===== config.mk =====
export PLATFORM = sky130hd
export DESIGN_NAME = geo_dist_operand_prep
export DESIGN_NICKNAME = d
export VERILOG_FILES = /design/src/rtl/geo_dist_operand_prep.sv
export SDC_FILE = /design/constraint.sdc
export NUM_CORES = 1
export LEC_CHECK = 0
export BUFFER_PORTS_ARGS = -buffer_cell sky130_fd_sc_hd__buf_4
export CAP_MARGIN = 20
export CORE_MARGIN = 3
export CORE_UTILIZATION = 40
export DETAILED_ROUTE_END_ITERATION = 8
export GPL_TIMING_DRIVEN = 0
export PLACE_DENSITY = 0.67
export SYNTH_ARGS = -nofsm -noshare
export SYNTH_HDL_FRONTEND = slang
export SYNTH_SLANG_ARGS = --single-unit

===== constraint.sdc =====
create_clock -name ap_clk -period 1.9 [get_ports ap_clk]
set_input_delay 0.57 -clock ap_clk [delete_from_list [all_inputs] [get_ports ap_clk]]
set_output_delay 0.57 -clock ap_clk [all_outputs]
set_load 0.02 [all_outputs]

===== src/rtl/geo_dist_operand_prep.sv =====
// geo_dist_operand_prep
//   Operand preparation for the geo-distance signed multiplier (COEF_W x DELTA_W).
//   Takes two points as signed 32-bit binary angles (2^32 = 360 deg) and produces:
//     m_coef : cos(mean latitude), Q1.14, from a 16-entry table
//     m_dlat : (lat_b - lat_a) >>> SHIFT, saturated to DELTA_W signed
//     m_dlon : wrapped (lon_b - lon_a) >>> SHIFT, saturated to DELTA_W signed
//     m_sat  : either delta was clamped
//   Two-stage valid/ready pipeline, one transaction per cycle, 2-cycle latency.
//
// Ports
//   ap_clk, ap_rst_n        clock (rising edge), asynchronous active-low reset
//   s_valid / s_ready       input handshake; s_ready is combinational
//   lat_a, lon_a, lat_b, lon_b  input points
//   m_valid / m_ready       output handshake; payload held while stalled
//   m_coef, m_dlat, m_dlon, m_sat  registered multiplier operands and clamp flag
module geo_dist_operand_prep #(
    parameter int unsigned SHIFT   = 12,
    parameter int unsigned COEF_W  = 15,
    parameter int unsigned DELTA_W = 20
) (
    input  logic                      ap_clk,
    input  logic                      ap_rst_n,
    input  logic                      s_valid,
    output logic                      s_ready,
    input  logic [31:0]               lat_a,
    input  logic [31:0]               lon_a,
    input  logic [31:0]               lat_b,
    input  logic [31:0]               lon_b,
    output logic                      m_valid,
    input  logic                      m_ready,
    output logic [COEF_W-1:0]         m_coef,
    output logic signed [DELTA_W-1:0] m_dlat,
    output logic signed [DELTA_W-1:0] m_dlon,
    output logic                      m_sat
);

    // ------------------------------------------------------------------
    // Helpers
    // ------------------------------------------------------------------

    // Returns {clamped, value}. Value fits when all bits above the target
    // sign bit replicate it; otherwise clamp toward the sign.
    function automatic logic [DELTA_W:0] sat_delta(input logic signed [32:0] v);
        logic [32-DELTA_W+1:0] upper;
        logic [DELTA_W-1:0]    val;
        logic                  clamp;
        upper = v[32:DELTA_W-1];
        clamp = !((&upper) || !(|upper));
        if (!clamp) begin
            val = v[DELTA_W-1:0];
        end else if (v[32]) begin
            val = {1'b1, {(DELTA_W-1){1'b0}}};
        end else begin
            val = {1'b0, {(DELTA_W-1){1'b1}}};
        end
        return {clamp, val};
    endfunction

    // cos((i + 0.5) * 90/16 deg) in Q1.14, capped at 16383.
    function automatic logic [COEF_W-1:0] cos_lut(input logic [3:0] idx);
        logic [COEF_W-1:0] c;
        case (idx)
            4'd0:    c = COEF_W'(16364);
            4'd1:    c = COEF_W'(16207);
            4'd2:    c = COEF_W'(15893);
            4'd3:    c = COEF_W'(15426);
            4'd4:    c = COEF_W'(14811);
            4'd5:    c = COEF_W'(14053);
            4'd6:    c = COEF_W'(13160);
            4'd7:    c = COEF_W'(12140);
            4'd8:    c = COEF_W'(11003);
            4'd9:    c = COEF_W'(9760);
            4'd10:   c = COEF_W'(8423);
            4'd11:   c = COEF_W'(7005);
            4'd12:   c = COEF_W'(5520);
            4'd13:   c = COEF_W'(3981);
            4'd14:   c = COEF_W'(2404);
            default: c = COEF_W'(804);
        endcase
        return c;
    endfunction

    // ------------------------------------------------------------------
    // Handshake
    // ------------------------------------------------------------------
    logic v1_q, v1_d;
    logic v2_q, v2_d;
    logic ld1, ld2;

    assign ld2     = !v2_q || m_ready;
    assign ld1     = !v1_q || ld2;
    assign s_ready = ld1;
    assign m_valid = v2_q;

    // ------------------------------------------------------------------
    // Stage 1: raw deltas and |mean latitude|
    // ------------------------------------------------------------------
    logic signed [32:0] dlat_q, dlat_d;
    logic [31:0]        dlon_q, dlon_d;
    logic [31:0]        mlat_q, mlat_d;

    logic signed [32:0] dlat_c;
    logic [31:0]        dlon_c;
    logic signed [31:0] lat_avg;
    logic [31:0]        mlat_c;

    always_comb begin
        dlat_c = $signed({lat_b[31], lat_b}) - $signed({lat_a[31], lat_a});
        // Modular subtraction gives the shortest way across +-180 deg.
        dlon_c = lon_b - lon_a;
        // floor((a + b) / 2) without a 33-bit sum.
        lat_avg = ($signed(lat_a) >>> 1) + ($signed(lat_b) >>> 1)
                + $signed({31'd0, lat_a[0] & lat_b[0]});
        // Negating -2^31 yields 2^31, correct when read as unsigned.
        mlat_c = lat_avg[31] ? (~lat_avg + 32'd1) : lat_avg;
    end

    always_comb begin
        v1_d   = v1_q;
        dlat_d = dlat_q;
        dlon_d = dlon_q;
        mlat_d = mlat_q;
        if (ld1) begin
            v1_d = s_valid;
            if (s_valid) begin
                dlat_d = dlat_c;
                dlon_d = dlon_c;
                mlat_d = mlat_c;
            end
        end
    end

    // ------------------------------------------------------------------
    // Stage 2: scale, saturate, coefficient lookup
    // ------------------------------------------------------------------
    logic [COEF_W-1:0]         coef_q, coef_d;
    logic signed [DELTA_W-1:0] odlat_q, odlat_d;
    logic signed [DELTA_W-1:0] odlon_q, odlon_d;
    logic                      sat_q, sat_d;

    logic signed [32:0] dlat_sh;
    logic signed [32:0] dlon_sh;
    logic [DELTA_W:0]   dlat_s;
    logic [DELTA_W:0]   dlon_s;
    logic [COEF_W-1:0]  coef_c;

    always_comb begin
        dlat_sh = dlat_q >>> SHIFT;
        dlon_sh = $signed({dlon_q[31], dlon_q}) >>> SHIFT;
        dlat_s  = sat_delta(dlat_sh);
        dlon_s  = sat_delta(dlon_sh);
        // Mean latitude at or beyond the pole bound gives a zero coefficient.
        if (mlat_q[31] || mlat_q[30]) begin
            coef_c = '0;
        end else begin
            coef_c = cos_lut(mlat_q[29:26]);
        end
    end

    always_comb begin
        v2_d    = v2_q;
        coef_d  = coef_q;
        odlat_d = odlat_q;
        odlon_d = odlon_q;
        sat_d   = sat_q;
        if (ld2) begin
            v2_d = v1_q;
            if (v1_q) begin
                coef_d  = coef_c;
                odlat_d = dlat_s[DELTA_W-1:0];
                odlon_d = dlon_s[DELTA_W-1:0];
                sat_d   = dlat_s[DELTA_W] || dlon_s[DELTA_W];
            end
        end
    end

    // Only the top six magnitude bits select the coefficient.
    logic unused_mlat;
    assign unused_mlat = ^mlat_q[25:0];

    // ------------------------------------------------------------------
    // State
    // ------------------------------------------------------------------
    always_ff @(posedge ap_clk or negedge ap_rst_n) begin
        if (!ap_rst_n) begin
            v1_q    <= 1'b0;
            v2_q    <= 1'b0;
            dlat_q  <= '0;
            dlon_q  <= '0;
            mlat_q  <= '0;
            coef_q  <= '0;
            odlat_q <= '0;
            odlon_q <= '0;
            sat_q   <= 1'b0;
        end else begin
            v1_q    <= v1_d;
            v2_q    <= v2_d;
            dlat_q  <= dlat_d;
            dlon_q  <= dlon_d;
            mlat_q  <= mlat_d;
            coef_q  <= coef_d;
            odlat_q <= odlat_d;
            odlon_q <= odlon_d;
            sat_q   <= sat_d;
        end
    end

    assign m_coef = coef_q;
    assign m_dlat = odlat_q;
    assign m_dlon = odlon_q;
    assign m_sat  = sat_q;

endmodule


---- After elaboration in Yosys (flattened, before gate mapping) ----
Memory sizes are Yosys's and may differ from the RTL's.
Cells that the tools add are included.
word-level totals
  logic and storage cells ................. 33
  output and inout bits ................... 58
  memories ................................ 1
  memory bits (read-only) ................. 224
  input bits .............................. 132
  register bits after elaboration ......... 155
operators by class
  bitwise gates (word level) .............. 2
  reductions and logical operators ........ 12
  add/subtract/negate cells ............... 5
  multiplexer cells ....................... 4
memories
  name              words  width  rd ports  clocked after memory_dff  wr ports  RTL line  text
  (name not given)  16     14     1         0                         0         62        case (idx)
operator list
  kind                                           number
  2-to-1 mux 20 bit                              2
  subtractor 32 x 32 -> 33 bit                   1
  adder 31 x 31 -> 32 bit                        1
  adder 32 x 1 -> 32 bit, second input constant  1
  adder 32 x 2 -> 32 bit                         1
  2-to-1 mux 32 bit                              1
  NOT 32 bit                                     1
  subtractor 32 bit                              1
  2-to-1 mux 15 bit                              1
  AND reduction 2 bit                            3
  zero test 1 bit                                4
  logical OR 1 bit                               4
  OR reduction 2 bit                             1
  bitwise AND 1 bit                              1

---- Longest topological paths before layout ----
Gate-level depths: netlist of run 1.
  depth in word-level cells ............... 5
  mapped depth ............................ 14
  depth with buffers taken out ............ 14

---- Least setup slack after synthesis of run 1 ----
Ideal clock, no wire load.
  kind .................................... input to register
  start point ............................. in lat_b[0]
  end point ............................... reg mlat_q[30]
  path slack .............................. -2.105 ns
  data required time ...................... 1.776 ns
  cell stages on the path ................. 13
  setup time .............................. 0.124 ns
  data arrival time ....................... 3.881 ns
  cell sequence ........................... and2_1 -> fa_1 -> fa_1 -> nor2b_1 -> o31a_1 -> mux2i_1 -> or4_1 -> a2111oi_2 -> nand4_1 -> a2111oi_4 -> nand3_2 -> or2_0 -> a211o_1
between the ends
  cells in the longest elaborated chain, start to end .. 5
RTL lines
  item                      RTL line  text
  start: declaration        27        input logic [31:0] lat_b,
  bitwise AND 1 bit *       113       + $signed({31'd0, lat_a[0] & lat_b[0]});
  adder 32 x 2 -> 32 bit *  113
  NOT 32 bit                115       mlat_c = lat_avg[31] ? (~lat_avg + 32'd1) : lat_avg;
  adder 32 x 1 -> 32 bit    115
  2-to-1 mux 32 bit *       115
  end signal: assignment    200       mlat_q <= mlat_d;
  end: declaration          100       logic [31:0] mlat_q, mlat_d;
Every way passes the cells marked *; elsewhere a longest branch is shown, timed or not.
A chain may end at the register's enable or synchronous reset.

---- Worst setup path after layout of run 1 ----
Ends and elaborated chain as after synthesis.

==> impl_summary.log, run 1 <==
INFO  metric synth.top_cell.area_share = 29.1%
INFO  metric number_of_global_route_vias_before_repair = 8628
INFO  metric crit_path_cell_trace = buf_6 > and2_4 > fa_2 > fa_2 > nor2b_4 > o21ai_2 > nand4b_1 > buf_6 > a211oi_4 > buf_4 > nand4_1 > a311oi_2 > xnor2_2 > and2_4 > nand3_4 > or2_0 > a211o_1
INFO  metric tritoncts = done
INFO  metric power.switching = 4.37 mW
INFO  metric r2r.worst_path.cells = 6
INFO  metric period_share = 203%
INFO  metric clock_latency = 350 ps
INFO  metric path_max_fanout = 3
INFO  metric setup_viol = 45
INFO  metric die_boundary_height = 156 microns
INFO  metric crit-reg2reg-launch = v1_q
INFO  metric final_area = 12600 sq um
INFO  metric die_area = 24200 sq um
INFO  metric slew_headroom = 48.9%
INFO  metric routed_wire_length_per_instance = 16.8 microns
INFO  metric worst_ir_drop_vdd = 0.503 mV
INFO  metric synth.area.top_cells = sky130_fd_sc_hd__dfrtp_1 (29%), sky130_fd_sc_hd__ha_1 (14%), sky130_fd_sc_hd__o21ai_0 (5.5%), sky130_fd_sc_hd__a21oi_1 (5.0%), sky130_fd_sc_hd__nand2_1 (4.9%)
INFO  metric worstPathRequired = 2130 ps
INFO  metric nFillCells = 1997
INFO  metric synth_seq_area_share = 29.1%
INFO  metric grt_pass1_wl = 42500 microns
INFO  metric synth.ff_latch_count = 104
INFO  metric track_usage = 21.4%
INFO  metric powerDensity = 850 nW/um^2
INFO  metric globalRoute.totalOverflow = 0
INFO  metric max_cap_viol_count = 0
INFO  metric slowest_delay = 400 ps
INFO  metric power_leakage = 5.88 nW
INFO  metric worst_setup_end_kind = flip-flop
INFO  metric design.core.area = 21900 sq um
INFO  metric flow.area_growth_from_synthesis = 40.9%
INFO  metric regToRegEndpoint = dlat_q[30]
INFO  metric arrival = 4080 ps
INFO  metric via_count_of_the_routed_design = 8808
INFO  metric fraction_of_power_consumed_by_sequential_logic = 31.3%
INFO  metric layout_setup_ws = -1960 ps
INFO  metric design_power_total = 10.7 mW
INFO  metric number_of_non_filler_instances_in_the_completed_layout = 1608
INFO  metric timing.fmax = 259 MHz
INFO  metric hold_path.class = input pin to async pin
INFO  metric pwr-share-clk = 16.7%
INFO  metric most_used_flip_flop_cell_after_synthesis = sky130_fd_sc_hd__dfrtp_1
INFO  metric syn_nets = 1300
INFO  metric r2r_setup_slack = 10 ps
INFO  metric grt_start_max_net_pins = 59
INFO  metric place_hpwl = 21000 microns
INFO  metric synth_top_area_cell = sky130_fd_sc_hd__dfrtp_1
INFO  metric count_of_flip_flops_with_a_built_in_enable_after_synthesis = 0
INFO  metric hold_viol = 0
INFO  metric post_route_cells_drive_above_1_share = 35.2%
INFO  metric h-tree-depth = 3
INFO  metric final_nets = 1556
INFO  metric route.detailed.vias_per_inst = 5.48
INFO  metric yosys_warning_total = 0
INFO  metric placed_cell_area = 11100 sq um
INFO  metric place.gp.congestion = 0.923
INFO  metric multi_input_area = 6640 sq um
INFO  metric seqCellArea = 2600 sq um
INFO  metric synthArstFlopShare = 100%
INFO  metric fin_setup_tns = -37190 ps
INFO  metric ioPinCount = 190
INFO  metric clockBufferDepth = 2
INFO  metric floorplan.rows = 54
INFO  metric drcViolationCount = 0
INFO  metric placed_instances = 1536
INFO  metric timing.critical_path.slowest_stage_cell = sky130_fd_sc_hd__a311oi_2
INFO  metric setup_repair_after_global_routing_missed_its_margin = true
INFO  metric postSynthCellCount = 1067
INFO  metric start_kind = input pin
INFO  metric antenna_found_initial = 0
INFO  metric syn_area_per_cell = 8.39 sq um
INFO  metric detail_route.wirelength = 27000 microns
INFO  metric num_antenna_cells = 0
INFO  metric final_max_slew_viol_count = 0
INFO  metric final.min_clock_period = 3860 ps
INFO  metric netlist-cell-type-count = 94
INFO  metric detailedRoute.firstPassIterationCount = 5
INFO  metric timing.critical_path.from = lat_b[0]
INFO  metric critical_path_class = input pin to flip-flop
INFO  metric final_util = 57.6%
INFO  metric combinationalPowerShare = 52.0%
INFO  metric tritoncts.num_buffers = 9
INFO  metric clock-root-buffer = sky130_fd_sc_hd__clkbuf_16
INFO  metric outcome = complete, but fails checks
INFO  metric switch_share = 40.8%
INFO  metric clock_sink_count = 104
INFO  metric drtAntennaViolNets = 0
INFO  metric cts_hold_buf = 0
INFO  metric max_slew.worst_pin.slew = 760 ps
INFO  metric failed_checks = setup timing
INFO  metric power_report.internal_total = 6.35 mW
INFO  metric io_buffer_count = 188
INFO  metric crit_path_end = mlat_q[30]
INFO  metric initialDrtViolationCount = 530
INFO  metric initial_core_util = 40.9%
INFO  metric fin_worst_skew = 9.77 ps
INFO  metric syn_area = 8950 sq um
INFO  metric clk_pin_slew = 70 ps
INFO  metric die-width = 156 microns
==> timing repair <==
action | 4_1_cts | 5_1_grt
setup buffers | 40 | 25
pin swaps | 56 | 51
endpoints found under the setup margin | 66 | 70
resized for setup | 117 | 78
==> per-stage QoR <==
step	worst slack, ps	hold slack [ps]
floorplan	-1880	274
global placement	-2600	461
global route	-2080	274
detailed placement	-2610	466
CTS	-1940	250
finish	-1960	232
==> cell usage in the layout (no fill, tap or decap), types with 10 or more instances in the layout <==
cell,count
sky130_fd_sc_hd__o21ai_1,41
sky130_fd_sc_hd__nor2_1,51
sky130_fd_sc_hd__mux2_2,21
sky130_fd_sc_hd__nor2b_1,22
sky130_fd_sc_hd__ha_1,79
sky130_fd_sc_hd__nor3_1,23
sky130_fd_sc_hd__o31ai_1,12
sky130_fd_sc_hd__nand4_1,10
sky130_fd_sc_hd__ha_4,17
sky130_fd_sc_hd__xor2_1,12
sky130_fd_sc_hd__a21oi_1,72
sky130_fd_sc_hd__xnor2_1,14
sky130_fd_sc_hd__clkbuf_1,23
sky130_fd_sc_hd__nand2_1,112
sky130_fd_sc_hd__o21ai_0,53
sky130_fd_sc_hd__buf_4,210
sky130_fd_sc_hd__a211oi_1,10
sky130_fd_sc_hd__inv_1,75
sky130_fd_sc_hd__xnor2_2,14
sky130_fd_sc_hd__a21oi_2,13
sky130_fd_sc_hd__dfrtp_1,104
sky130_fd_sc_hd__buf_6,35
sky130_fd_sc_hd__nor4_1,13
sky130_fd_sc_hd__a21o_1,24
sky130_fd_sc_hd__nand2b_1,13
==> worst min path at each step <==
| stage | start | to | slack, ps | cells after the start |
|---|---|---|---|---|
| finish | ap_rst_n | m_dlon[10] | 230 | 1 |
| global route | ap_rst_n | m_dlon[10] | 270 | 1 |
| CTS | ap_rst_n | m_dlon[10] | 250 | 1 |
| detailed placement | dlon_q[22] | dlon_q[22] | 470 | 2 |
| global placement | dlon_q[17] | dlon_q[17] | 460 | 2 |
| floorplan | ap_rst_n | dlat_q[12] | 270 | 0 |
==> state kept, by name, indices dropped and copies added, names as in the netlist, 6 cells and up <==
name / flops
dlat_q: 21
dlon_q: 20
m_coef: 14
mlat_q: 6
m_dlat: 20
m_dlon: 20
==> Yosys cell counts, types with 3 or more instances <==
cell type / count
sky130_fd_sc_hd__clkbuf_1: 32
sky130_fd_sc_hd__inv_1: 91
sky130_fd_sc_hd__a31oi_1: 3
sky130_fd_sc_hd__o31ai_1: 16
sky130_fd_sc_hd__a21oi_1: 89
sky130_fd_sc_hd__or4_1: 3
sky130_fd_sc_hd__a41oi_1: 3
sky130_fd_sc_hd__o2111ai_1: 3
sky130_fd_sc_hd__a2111oi_0: 3
sky130_fd_sc_hd__a211o_1: 4
sky130_fd_sc_hd__a311oi_1: 4
sky130_fd_sc_hd__o21ai_0: 98
sky130_fd_sc_hd__nand4_1: 10
sky130_fd_sc_hd__xnor2_1: 31
sky130_fd_sc_hd__nor2_1: 58
sky130_fd_sc_hd__a32o_1: 6
sky130_fd_sc_hd__nand2_1: 116
sky130_fd_sc_hd__nand2b_1: 14
sky130_fd_sc_hd__o311ai_0: 4
sky130_fd_sc_hd__ha_1: 99
sky130_fd_sc_hd__o21ai_1: 4
sky130_fd_sc_hd__o211ai_1: 4
sky130_fd_sc_hd__nor2b_1: 24
sky130_fd_sc_hd__o21bai_1: 8
sky130_fd_sc_hd__and3_1: 5
sky130_fd_sc_hd__a21o_1: 24
sky130_fd_sc_hd__nor4_1: 16
sky130_fd_sc_hd__a21o_2: 3
sky130_fd_sc_hd__mux2i_1: 4
sky130_fd_sc_hd__a211oi_1: 16
sky130_fd_sc_hd__nor3b_1: 3
sky130_fd_sc_hd__or3_1: 4
sky130_fd_sc_hd__xor2_1: 14
sky130_fd_sc_hd__mux2_2: 22
sky130_fd_sc_hd__a22o_1: 3
sky130_fd_sc_hd__buf_6: 4
sky130_fd_sc_hd__o21a_1: 9
sky130_fd_sc_hd__dfrtp_1: 104
sky130_fd_sc_hd__nor3_1: 26
sky130_fd_sc_hd__nand3_1: 9
sky130_fd_sc_hd__clkbuf_8: 5
==> layer usage <==
layer,part of all wire (%),track usage (%),routed length (microns),up-vias
li1,-,-,-,4327
met1,43,26.4,11500,4210
met2,51,39.1,13700,235
met3,4.8,2.86,1300,36
met4,2.0,5.63,531,0
met5,0,0,0,-
==> critical path, delay by kind of cell <==
| family | cells | cell delay [ps] |
|---|---|---|
| buffers and inverters | 3 | 410 |
| adders and majority gates | 2 | 700 |
| and+or+nand+nor | 7 | 1060 |
| AOI/OAI and AO/OA | 4 | 1140 |
| xor gates and xnor gates | 1 | 180 |
==> power groups by stage <==
stage | registers (mW) | logic (mW) | clock network [mW]
2_1_floorplan | 3.87 | 2.57 | 0
3_5_place_dp | 3.39 | 4.97 | 0
6_report | 3.35 | 5.57 | 1.79
4_1_cts | 3.35 | 5.34 | 1.83
3_3_place_gp | 3.36 | 4.89 | 0
5_1_grt | 3.44 | 6.04 | 1.91
==> cell families (layout without fill, tap and decap cells) <==
kind of cell / count (synthesis) / after routing / share of synthesized area (%)
compound gates: 340 / 340 / 24.9
simple gates: 310 / 310 / 17.2
mux: 26 / 26 / 3.22
buf+inv: 140 / 401 / 6.88
flops: 104 / 104 / 29.1
fa+ha+maj: 101 / 101 / 14.3
xor+xnor: 45 / 45 / 4.40
other cells: 1 / 1 / 0.0419
==> area by class of cell <==
cell class	count	share of cell area, %
inverter	93	3.13
clock inverter	6	0.407
multi-input combinational	823	52.7
tap	280	2.78
sequential	104	20.6
buffer	46	2.34
timing repair buffer	246	16.2
clock buffer	10	1.90
No activity file was read; power rests on OpenSTA's default activity.
==> inputs of run 2 (changes only) <==
HOLD_SLACK_MARGIN = 0.12   (was default)
clock period = 4.51 ns   (was 1.9 ns; I/O delays follow)
==> run 2 against run 1 <==
The flow still finishes with violations (setup timing). Critical endpoint unchanged. Largest cell class unchanged. Largest power group unchanged. Cell area is 11% lower. Clock power is 56% lower. Via count is 4.1% lower. Highest routed layer unchanged. Routed wire length is 6.0% lower. Critical path type unchanged. Global-route usage is 1.4 points lower.
==> impl_summary.log, run 2 (same netlist as run 1, synthesis figures left out) <==
INFO  metric io_buffer_count = 188
INFO  metric regMostFlops = dlat_q
INFO  metric die-width = 156 microns
INFO  metric final_max_slew_viol_count = 0
INFO  metric period_share = 102%
INFO  metric drcViolationCount = 0
INFO  metric grt_start_max_net_pins = 68
INFO  metric layout.cells.most_common = sky130_fd_sc_hd__buf_4
INFO  metric track_usage = 19.9%
INFO  metric floorplan.rows = 54
INFO  metric routed_wire_length_per_instance = 16.3 microns
INFO  metric die_boundary_height = 156 microns
INFO  metric combinationalPowerShare = 48.4%
INFO  metric hold_viol = 0
INFO  metric flow.area_growth_from_synthesis = 26.0%
INFO  metric initial_core_util = 40.9%
INFO  metric power_leakage = 5.37 nW
INFO  metric arrival = 4800 ps
INFO  metric h-tree-depth = 3
INFO  metric pwr-share-clk = 18.6%
INFO  metric clock_latency = 340 ps
INFO  metric whs = 475 ps
INFO  metric worst_setup_end_kind = flip-flop
INFO  metric power_report.internal_total = 2.56 mW
INFO  metric clock_sink_count = 104
INFO  metric via_count_of_the_routed_design = 8448
INFO  metric power.switching = 1.69 mW
INFO  metric globalRoute.totalOverflow = 0
INFO  metric grt_pass1_wl = 40000 microns
INFO  metric slew_headroom = 45.3%
INFO  metric die_area = 24200 sq um
INFO  metric fin_worst_skew = 5.95 ps
INFO  metric pre_cts_slack = -809 ps
INFO  metric failed_checks = setup timing
INFO  metric tritoncts.num_buffers = 9
INFO  metric final_util = 51.5%
INFO  metric met2_routing_resource_usage_after_global_routing = 34.5%
INFO  metric initialDrtViolationCount = 439
INFO  metric grt_util_met1 = 25.9%
INFO  metric detail_route.wirelength = 25400 microns
INFO  metric setup_repair_after_global_routing_missed_its_margin = true
INFO  metric design.core.area = 21900 sq um
INFO  metric max_cap_viol_count = 0
INFO  metric final.min_clock_period = 4580 ps
INFO  metric place_hpwl = 20700 microns
INFO  metric final_area = 11300 sq um
INFO  metric clockBufferDepth = 2
INFO  metric number_of_global_route_vias_before_repair = 8161
INFO  metric start_kind = input pin
INFO  metric outcome = complete, but fails checks
INFO  metric drtAntennaViolNets = 0
INFO  metric num_antenna_cells = 0
INFO  metric clk_pin_slew = 70 ps
INFO  metric path_max_fanout = 3
INFO  metric setup_viol = 1
INFO  metric placed_cell_area = 10700 sq um
INFO  metric detailedRoute.firstPassIterationCount = 4
INFO  metric timing.fmax = 218 MHz
INFO  metric post_route_cells_drive_above_1_share = 23.1%
INFO  metric worstPathRequired = 4730 ps
INFO  metric fraction_of_power_consumed_by_sequential_logic = 33.0%
INFO  metric final_nets = 1507
INFO  metric critical_path_class = input pin to flip-flop
INFO  metric worst_ir_drop_vdd = 0.238 mV
INFO  metric powerDensity = 377 nW/um^2
INFO  metric global_route.usage.met3 = 3.00%
INFO  metric final_cell_mix = sky130_fd_sc_hd__buf_4 (193), sky130_fd_sc_hd__nand2_1 (116), sky130_fd_sc_hd__dfrtp_1 (104)
INFO  metric place.gp.congestion = 0.912
INFO  metric ioPinCount = 190
INFO  metric tritoncts = done
INFO  metric switch_share = 39.8%
INFO  metric hold_path.class = flip-flop to flip-flop
INFO  metric route.detailed.vias_per_inst = 5.42
INFO  metric antenna_found_initial = 0
INFO  metric grt_most_used_layer = met2
INFO  metric layout_setup_ws = -73.5 ps
INFO  metric max_slew.worst_pin.slew = 814 ps
INFO  metric clock-root-buffer = sky130_fd_sc_hd__clkbuf_16
INFO  metric design_power_total = 4.25 mW
INFO  metric flip_flop_count_of_the_largest_register_after_layout = 21
-- run 2: cell count changes in the layout (fill, tap and decap cells not counted), moves of 17 or more --
cell / previous run / this run
sky130_fd_sc_hd__buf_4: 210 / 193
sky130_fd_sc_hd__xnor2_1: 14 / 31
sky130_fd_sc_hd__o21ai_0: 53 / 93
sky130_fd_sc_hd__o21ai_1: 41 / 8
sky130_fd_sc_hd__buf_6: 35 / 8
sky130_fd_sc_hd__ha_4: 17 / 0
sky130_fd_sc_hd__ha_1: 79 / 99
-- run 2: power by group through the flow --
stage / registers (mW) / clock network (mW) / logic [mW]
floorplan: 1.63 / 0 / 1.02
global placement: 1.41 / 0 / 1.99
detailed placement: 1.42 / 0 / 2.02
CTS: 1.41 / 0.809 / 2.04
global route: 1.44 / 0.852 / 2.25
finish: 1.40 / 0.790 / 2.06
-- run 2: metal layers --
layer | share of wire (%) | up-vias
met5 | 0 | -
met4 | 2.2 | 0
met3 | 5.5 | 37
met2 | 48 | 249
met1 | 44 | 3951
li1 | - | 4211
-- run 2: area by class of cell --
cell class | count | area [sq um]
well taps | 280 | 350
clock inverters | 4 | 52.6
clock buffers | 12 | 256
plain buffers | 47 | 267
repair buffers | 196 | 1510
multi-input cells | 823 | 5900
inverters | 93 | 349
fillers | 2162 | 10600
flip-flops and latches | 104 | 2600
-- run 2: final timing paths --
path                            startpoint          to  slack, ps  cells after the start
max in group asynchronous         ap_rst_n  m_dlat[15]       2850                      2
worst min-delay path            dlon_q[26]  dlon_q[26]        470                      2
worst max-delay path              lat_b[0]  mlat_q[30]        -70                     15
worst max register to register     m_valid  m_dlon[16]       2360                      5
worst min register to register  dlon_q[26]  dlon_q[26]        470                      2
min in group asynchronous         ap_rst_n  dlon_q[19]        970                      1
-- run 2: timing repair --
item	in CTS	in global routing
endpoints found under the hold margin	0	0
hold buffers	0	0
pin swaps	8	9
setup endpoints to repair	6	7
setup buffers	5	2
gates resized for setup	17	21
-- run 2: critical path: stages --
cell,delay (ps)
sky130_fd_sc_hd__buf_6,90
sky130_fd_sc_hd__and2_4,140
sky130_fd_sc_hd__fa_2,340
sky130_fd_sc_hd__fa_2,350
sky130_fd_sc_hd__nor2b_4,140
sky130_fd_sc_hd__o31a_1,270
sky130_fd_sc_hd__mux2i_1,140
sky130_fd_sc_hd__or4_1,460
sky130_fd_sc_hd__a2111oi_4,350
sky130_fd_sc_hd__nand4_1,180
sky130_fd_sc_hd__a2111oi_4,220
sky130_fd_sc_hd__buf_4,190
sky130_fd_sc_hd__nand3_2,80
sky130_fd_sc_hd__or2_0,230
sky130_fd_sc_hd__a211o_1,260
-- run 2: metrics by stage --
stage                     std cells  setup TNS, ps
after floorplan                1067          -79.7
final                          1559          -73.5
after global placement         1535          -4200
after global routing           1559           -366
after CTS                      1557           -132
after detailed placement       1536          -4190
